--- src/rtl/ps2_rx_fifo.sv ---
// PS/2 receive front end: synchronises the raw pins, deframes 11-bit frames with
// start/parity/stop checks, and queues good scan-code bytes in a small FIFO.
module ps2_rx_fifo #(
    parameter int ADDR_W         = 3,
    parameter int TIMEOUT_CYCLES = 50000
) (
    input  logic              clk,
    input  logic              reset,
    input  logic              ps2_clk,
    input  logic              ps2_data,
    input  logic              nextdata_n,
    output logic [7:0]        data,
    output logic              ready,
    output logic              overflow,
    output logic              frame_err,
    output logic [ADDR_W:0]   level
);

    localparam int DEPTH = 1 << ADDR_W;
    localparam int TW    = (TIMEOUT_CYCLES > 2) ? $clog2(TIMEOUT_CYCLES) : 1;

    logic [2:0]        clk_sync;
    logic [1:0]        data_sync;
    logic [3:0]        bit_cnt;
    logic [9:0]        frame_buf;
    logic [TW-1:0]     to_cnt;
    logic [7:0]        mem [DEPTH];
    logic [ADDR_W-1:0] r_ptr;
    logic [ADDR_W-1:0] w_ptr;

    logic fall;
    logic stop_fall;
    logic frame_ok;
    logic push;
    logic pop;
    logic full;
    logic wr_en;

    assign fall      = (clk_sync[2:1] == 2'b10);
    assign stop_fall = fall && (bit_cnt == 4'd10);
    // The stop bit is taken straight from the synchroniser; it never enters frame_buf.
    assign frame_ok  = !frame_buf[0] && data_sync[1] && (^frame_buf[9:1]);
    assign push      = stop_fall && frame_ok;
    assign ready     = (level != '0);
    assign pop       = !nextdata_n && ready;
    assign full      = (level == (ADDR_W+1)'(DEPTH));
    assign wr_en     = push && (!full || pop);
    assign data      = ready ? mem[r_ptr] : 8'h00;

    always_ff @(posedge clk) begin
        if (reset) begin
            clk_sync  <= 3'b111;
            data_sync <= 2'b11;
            bit_cnt   <= 4'd0;
            frame_buf <= 10'd0;
            to_cnt    <= '0;
            frame_err <= 1'b0;
        end else begin
            clk_sync  <= {clk_sync[1:0], ps2_clk};
            data_sync <= {data_sync[0], ps2_data};
            if (fall) begin
                to_cnt <= '0;
                if (bit_cnt == 4'd10) begin
                    bit_cnt <= 4'd0;
                    if (!frame_ok) frame_err <= 1'b1;
                end else begin
                    frame_buf[bit_cnt] <= data_sync[1];
                    bit_cnt            <= bit_cnt + 4'd1;
                end
            end else if (bit_cnt == 4'd0) begin
                to_cnt <= '0;
            end else if (to_cnt == TW'(TIMEOUT_CYCLES - 1)) begin
                // Keyboard stalled mid-frame: abandon it so the next start bit realigns.
                bit_cnt   <= 4'd0;
                to_cnt    <= '0;
                frame_err <= 1'b1;
            end else begin
                to_cnt <= to_cnt + TW'(1);
            end
        end
    end

    always_ff @(posedge clk) begin
        if (reset) begin
            r_ptr    <= '0;
            w_ptr    <= '0;
            level    <= '0;
            overflow <= 1'b0;
        end else begin
            if (wr_en) w_ptr <= w_ptr + ADDR_W'(1);
            if (pop)   r_ptr <= r_ptr + ADDR_W'(1);
            case ({wr_en, pop})
                2'b10:   level <= level + (ADDR_W+1)'(1);
                2'b01:   level <= level - (ADDR_W+1)'(1);
                default: level <= level;
            endcase
            if (push && full && !pop) overflow <= 1'b1;
        end
    end

    always_ff @(posedge clk) begin
        if (wr_en) mem[w_ptr] <= frame_buf[8:1];
    end

endmodule

--- config.mk ---
export PLATFORM = sky130hd
export DESIGN_NAME = ps2_rx_fifo
export DESIGN_NICKNAME = d
export VERILOG_FILES = /design/src/rtl/ps2_rx_fifo.sv
export SDC_FILE = /design/constraint.sdc
export NUM_CORES = 1
export LEC_CHECK = 0
export BUFFER_PORTS_ARGS = -buffer_cell sky130_fd_sc_hd__buf_2
export CORE_MARGIN = 1.5
export CORE_UTILIZATION = 45
export DETAILED_ROUTE_END_ITERATION = 12
export GPL_ROUTABILITY_DRIVEN = 0
export PLACE_DENSITY = 0.74
export SLEW_MARGIN = 0
export SYNTH_ARGS = -nofsm -noshare
export SYNTH_HDL_FRONTEND = slang
export SYNTH_SLANG_ARGS = --single-unit
--- constraint.sdc ---
create_clock -name clk -period 2.8 [get_ports clk]
set_input_delay 0.84 -clock clk [delete_from_list [all_inputs] [get_ports clk]]
set_output_delay 0.84 -clock clk [all_outputs]
set_load 0.005 [all_outputs]
### Word level (Yosys, flattened, before mapping)

Memory sizes are Yosys's and may differ from the RTL's. A register that Yosys moved wholly into a read port is not among the register bits.
Index checks and enable logic that the tools add are counted.

* word-level logic and storage cells: 70
* RAM bits: 64
* memories kept: 1
* output and inout bits: 15
* bits of input ports: 5
* bits in registers: 47

* reductions and logical operators: 23
* multiplexer cells: 18
* bitwise gates (word level): 1
* magnitude comparators: 2
* $add $sub $neg: 6
* equal/unequal tests: 9

Memories
* mem: words 8, width 8, rd ports 1, clocked after Yosys merged registers in 1, wr ports 1, RTL line 27 `logic [7:0] mem [DEPTH];`

Operator list (number)
* $add 16x1->16 const B: 1
* $eq 16x16->1 const B: 1
* $mux 4: 4
* $bwmux 10: 1
* $logic_and 1x1->1: 9
* $reduce_xor 9->1: 1
* $add 4x1->4 const B: 2
* $eq 4x4->1 const B: 2
* $mux 1: 8
* $mux 8: 1
* $pmux 4 s2: 1
* $add 3x1->3 const B: 2
* $mux 3: 2
* $lt 4x5->1 const B: 1
* $demux 1 s4: 1
* $eq 2x2->1 const B: 2
* $ge 4x1->1 const B: 1
* $logic_not 1->1: 4
* $logic_not 4->1: 1
* $ne 2x2->1 const B: 2
* $reduce_and 2->1: 2
* $reduce_and 4->1: 1
* $reduce_bool 2->1: 2
* $reduce_bool 4->1: 1
* 6 further kinds: 6

### Depth between registers and ports, before layout

* depth in word-level cells: 7
* gate-level depth with buffers: 10
* depth with buffers taken out: 9

### Worst setup path before layout

Ideal clock, no wire load.

* path type: reg2reg
* from: register frame_buf[4]
* to: memory mem[0][0], enable pin
* data required time: 2.417 ns
* library setup time: 0.383 ns
* slack: 0.118 ns
* arrival: 2.299 ns
* buffers on the path: 0
* clock period less this slack: 2.682 ns
* stages on the path, launching flop included: 6
* cell sequence: dfxtp_1 -> xor2_1 -> xnor3_2 -> xnor2_4 -> or3_1 -> nor3_1

* word-level cells in the longest chain between the ends: 6

RTL lines
* start, declared: RTL line 25 `logic [9:0] frame_buf;`
* start signal, assigned by index: RTL line 67 `frame_buf[bit_cnt] <= data_sync[1];`
* $reduce_xor 9->1: RTL line 42 `assign frame_ok = !frame_buf[0] && data_sync[1] && (^frame_buf[9:1]);`
* $logic_and 1x1->1: RTL line 42
* $logic_and 1x1->1: RTL line 43 `assign push = stop_fall && frame_ok;`
* $logic_and 1x1->1: RTL line 47 `assign wr_en = push && (!full || pop);`
* $mux 1: RTL line 102 `if (wr_en) mem[w_ptr] <= frame_buf[8:1];`
* $mux 1 (not written as such): RTL line 102
* end, declared: RTL line 27

Every way passes these cells.

==> results.cfg <==
[critical_path]
cp.arrival_ns = 1.94
r2r_cells = 9
worstPathRequired_ns = 1.96
cp-start-kind = flop
crit_type = reg2out
cp-end-kind = output pin
cp_max_fo = 8

[placement]
place_hpwl_um = 5660
port_buffers = 19
placed_cell_area_um2 = 5090

[detailed_routing]
initialDrtViolationCount = 144
drt_wl_total_um = 8840
routedWlPerCell_um = 15.8
drtAntennaViolNets = 0
drtPass1Iterations = 5
viasPerCell = 5.22
drc = 0
via_count = 2922

[power_and_ir_drop]
pwr-share-comb_pct = 12.3
p_int_w = 0.00322
p_clk_share_pct = 44.4
ir_drop_mv = 0.394
p_sw_w = 0.000994
p_per_area_nw_per_um2 = 744
p_leak_nw = 2.02
swShare_pct = 23.6
seq_power_share_pct = 43.3

[die]
die_h_um = 106
dieArea_um2 = 11100
design.core.area_um2 = 10300
row_count = 37
boundaryPins = 20
initial_core_util_pct = 46.0
die_w_um = 106

[final_layout]
multiInputGateArea_um2 = 1720
final-seq-area_um2 = 2930
finalNetCount = 420
area_delta_synth_final_pct = 19.7
antennaDiodeCount = 0
n_fill_cell = 855
finalInstanceArea_um2 = 5660
drive_gt1_share_pct = 23.8

[yosys]
synth_xor_area_share_pct = 5.34
synth_seq_area_share_pct = 61.8
ys_ff_latch = 114
synth_top_family_by_area = simple AND/OR/NAND/NOR gates
synth-simple-area-share_pct = 15.7
syn-num-nets = 377
synth_compound_area_share_pct = 2.46
ys_types = 43
syn_area_per_cell_um2 = 12.9
synthCells = 368
synth-adder-area-share_pct = 1.06
muxShareOfSynthArea_pct = 11.7
synthesis.area_um2 = 4730
yosys_warnings = 0

[job]
cap_violations = 0

[timing]
finalSetupTns_ns = 0
finalSetupViolCount = 0
hold_viol_final = 0
clock_skew_ns = 0.00866
finalCritPeriodShare_pct = 99.4
rsz0062_at_grt = yes
relSlewSlack_pct = 58.9
period_needed_ns = 2.78
drv_slew = 0
worstMarginPinSlew_ns = 0.615
fmax_mhz = 359

[cts]
cts_tree = yes
clock_path_buffers = 2
root_buffer = clkbuf_8
hold_buffers = 0
clk_latency_ns = 0.51
clk_pin_slew_ns = 0.05
cts_made_buffers = 17
post_cts_buffers = 0
cts_num_sinks = 114
cts_max_level = 4

[global_route]
grt_overflow = 0
antenna_found_initial = 0
grt_pass1_vias = 2931
grt_first_pass_wirelength_um = 14600
grt_usage_pct = 17.5
grt_max_degree = 35

[worst_hold_path]
hp-class = reg2reg
hold_depth = 1

[run_status]
status = complete, no violations
==> cell usage after synthesis, drive strengths merged <==
library cell,number,area share (%)
nand3,16,1.7
clkbuf,11,0.95
edfxtp,64,41
or2,8,1.1
nor4b,1,0.19
or4,1,0.16
o21a,1,0.16
a31o,1,0.19
o21ai,3,0.32
nor4bb,2,0.42
nor3b,1,0.16
and4bb,1,0.26
mux2i,18,3.8
and3,3,0.40
dfxtp,50,21
or4b,2,0.42
xnor3,2,1.1
nor3,10,1.3
xor2,10,1.9
inv,7,0.56
nor2,55,4.4
buf,5,0.48
mux2,1,0.24
nand3b,4,0.63
ha,4,1.1
a31oi,1,0.13
nand2b,5,0.66
or3b,2,0.37
a21oi,15,1.7
xnor2,11,2.4
nand2,24,1.9
nor2b,5,0.66
nor4,1,0.13
nand4,4,0.53
or3,3,0.40
mux4,16,7.6
==> worst max-delay path, cell delays in order, from the launching register on <==
cell and delay (ns):
dfxtp_4 0.39, buf_12 0.15, mux4_2 0.50, mux2i_1 0.18
nor2_1 0.08, buf_2 0.13
==> layout by cell type, fill, tap and decap left out, types with 2 or more instances in the layout <==
master,count
edfxtp_1,64
nor2_1,55
dfxtp_1,47
nand2_1,24
buf_2,19
buf_4,19
mux2i_1,17
clkbuf_16,17
nand3_1,16
mux4_2,16
a21oi_1,14
xor2_1,10
xnor2_1,10
nor3_1,9
inv_1,7
nand2b_1,5
nor2b_1,5
or2_2,5
clkinv_2,5
nand3b_1,4
nand4_1,4
ha_1,4
clkbuf_1,4
or3_1,3
or2_1,3
and3_1,3
o21ai_0,3
nor4bb_1,2
or4b_1,2
or3b_1,2
clkbuf_8,2
clkinvlp_4,2
clkinv_4,2
dfxtp_2,2
==> kinds of logic after synthesis <==
logic type / after synthesis
simple gates: 148
mux: 35
buf+inv: 23
flops: 114
fa+ha+maj: 4
xor+xnor: 23
compound gates: 21
==> final cells by class <==
type | instances | share of cell area [%]
multi-input cells | 231 | 30.5
well taps | 136 | 3.01
inverters | 7 | 0.464
repair buffers | 40 | 5.04
clock buffers | 23 | 8.27
clock inverters | 9 | 1.02
flip-flops and latches | 114 | 51.7
==> sequential cells by signal (all words and copies together) (netlist names), 2 cells and up, named ones only <==
signal     count
mem           64
to_cnt        16
frame_buf     10
bit_cnt        4
level          4
clk_sync       3
r_ptr          3
w_ptr          3
data_sync      2
==> path summary, 6_finish.rpt <==
kind,start,end,slack [ns]
worst min-delay path,clk_sync[0],clk_sync[1],0.41
worst min register to register,clk_sync[0],clk_sync[1],0.41
worst max-delay path,flop,data[2],0.02
worst max register to register,frame_buf[7],level[2],0.20
==> per-stage QoR <==
stage | setup slack (ns) | util [%] | total power [W] | hold slack [ns] | instances
after floorplan | 0.118 | - | 0.00217 | 0.389 | 368
after global placement | 0.324 | 49.5 | 0.00233 | 0.397 | 527
after detailed placement | 0.112 | 49.5 | 0.00234 | 0.393 | 527
after CTS | -0.00768 | 55.0 | 0.00426 | 0.409 | 560
after global routing | -0.0525 | 55.1 | 0.00437 | 0.420 | 560
final | 0.0162 | 55.1 | 0.00421 | 0.409 | 560
==> repair_timing <==
item / 4_1_cts / 5_1_grt
resized for setup: 3 / 4
gates cloned: 1 / 0
setup endpoints to repair: 3 / 5
==> power groups by stage <==
stage | registers, W | logic [W] | clock network, W
after CTS | 0.00182 | 0.000525 | 0.00191
final | 0.00182 | 0.000519 | 0.00187
after global placement | 0.00184 | 0.000484 | 0
after detailed placement | 0.00184 | 0.000494 | 0
after floorplan | 0.00184 | 0.000339 | 0
after global routing | 0.00183 | 0.000567 | 0.00198
==> routing by layer <==
layer	up-vias	GRT usage, %	wire (µm)
met5	-	0	0
met4	0	6.95	97
met3	9	4.64	458
met2	78	29.0	4410
met1	1424	21.9	3870
li1	1411	-	-
(Power assumes the default switching activity.)
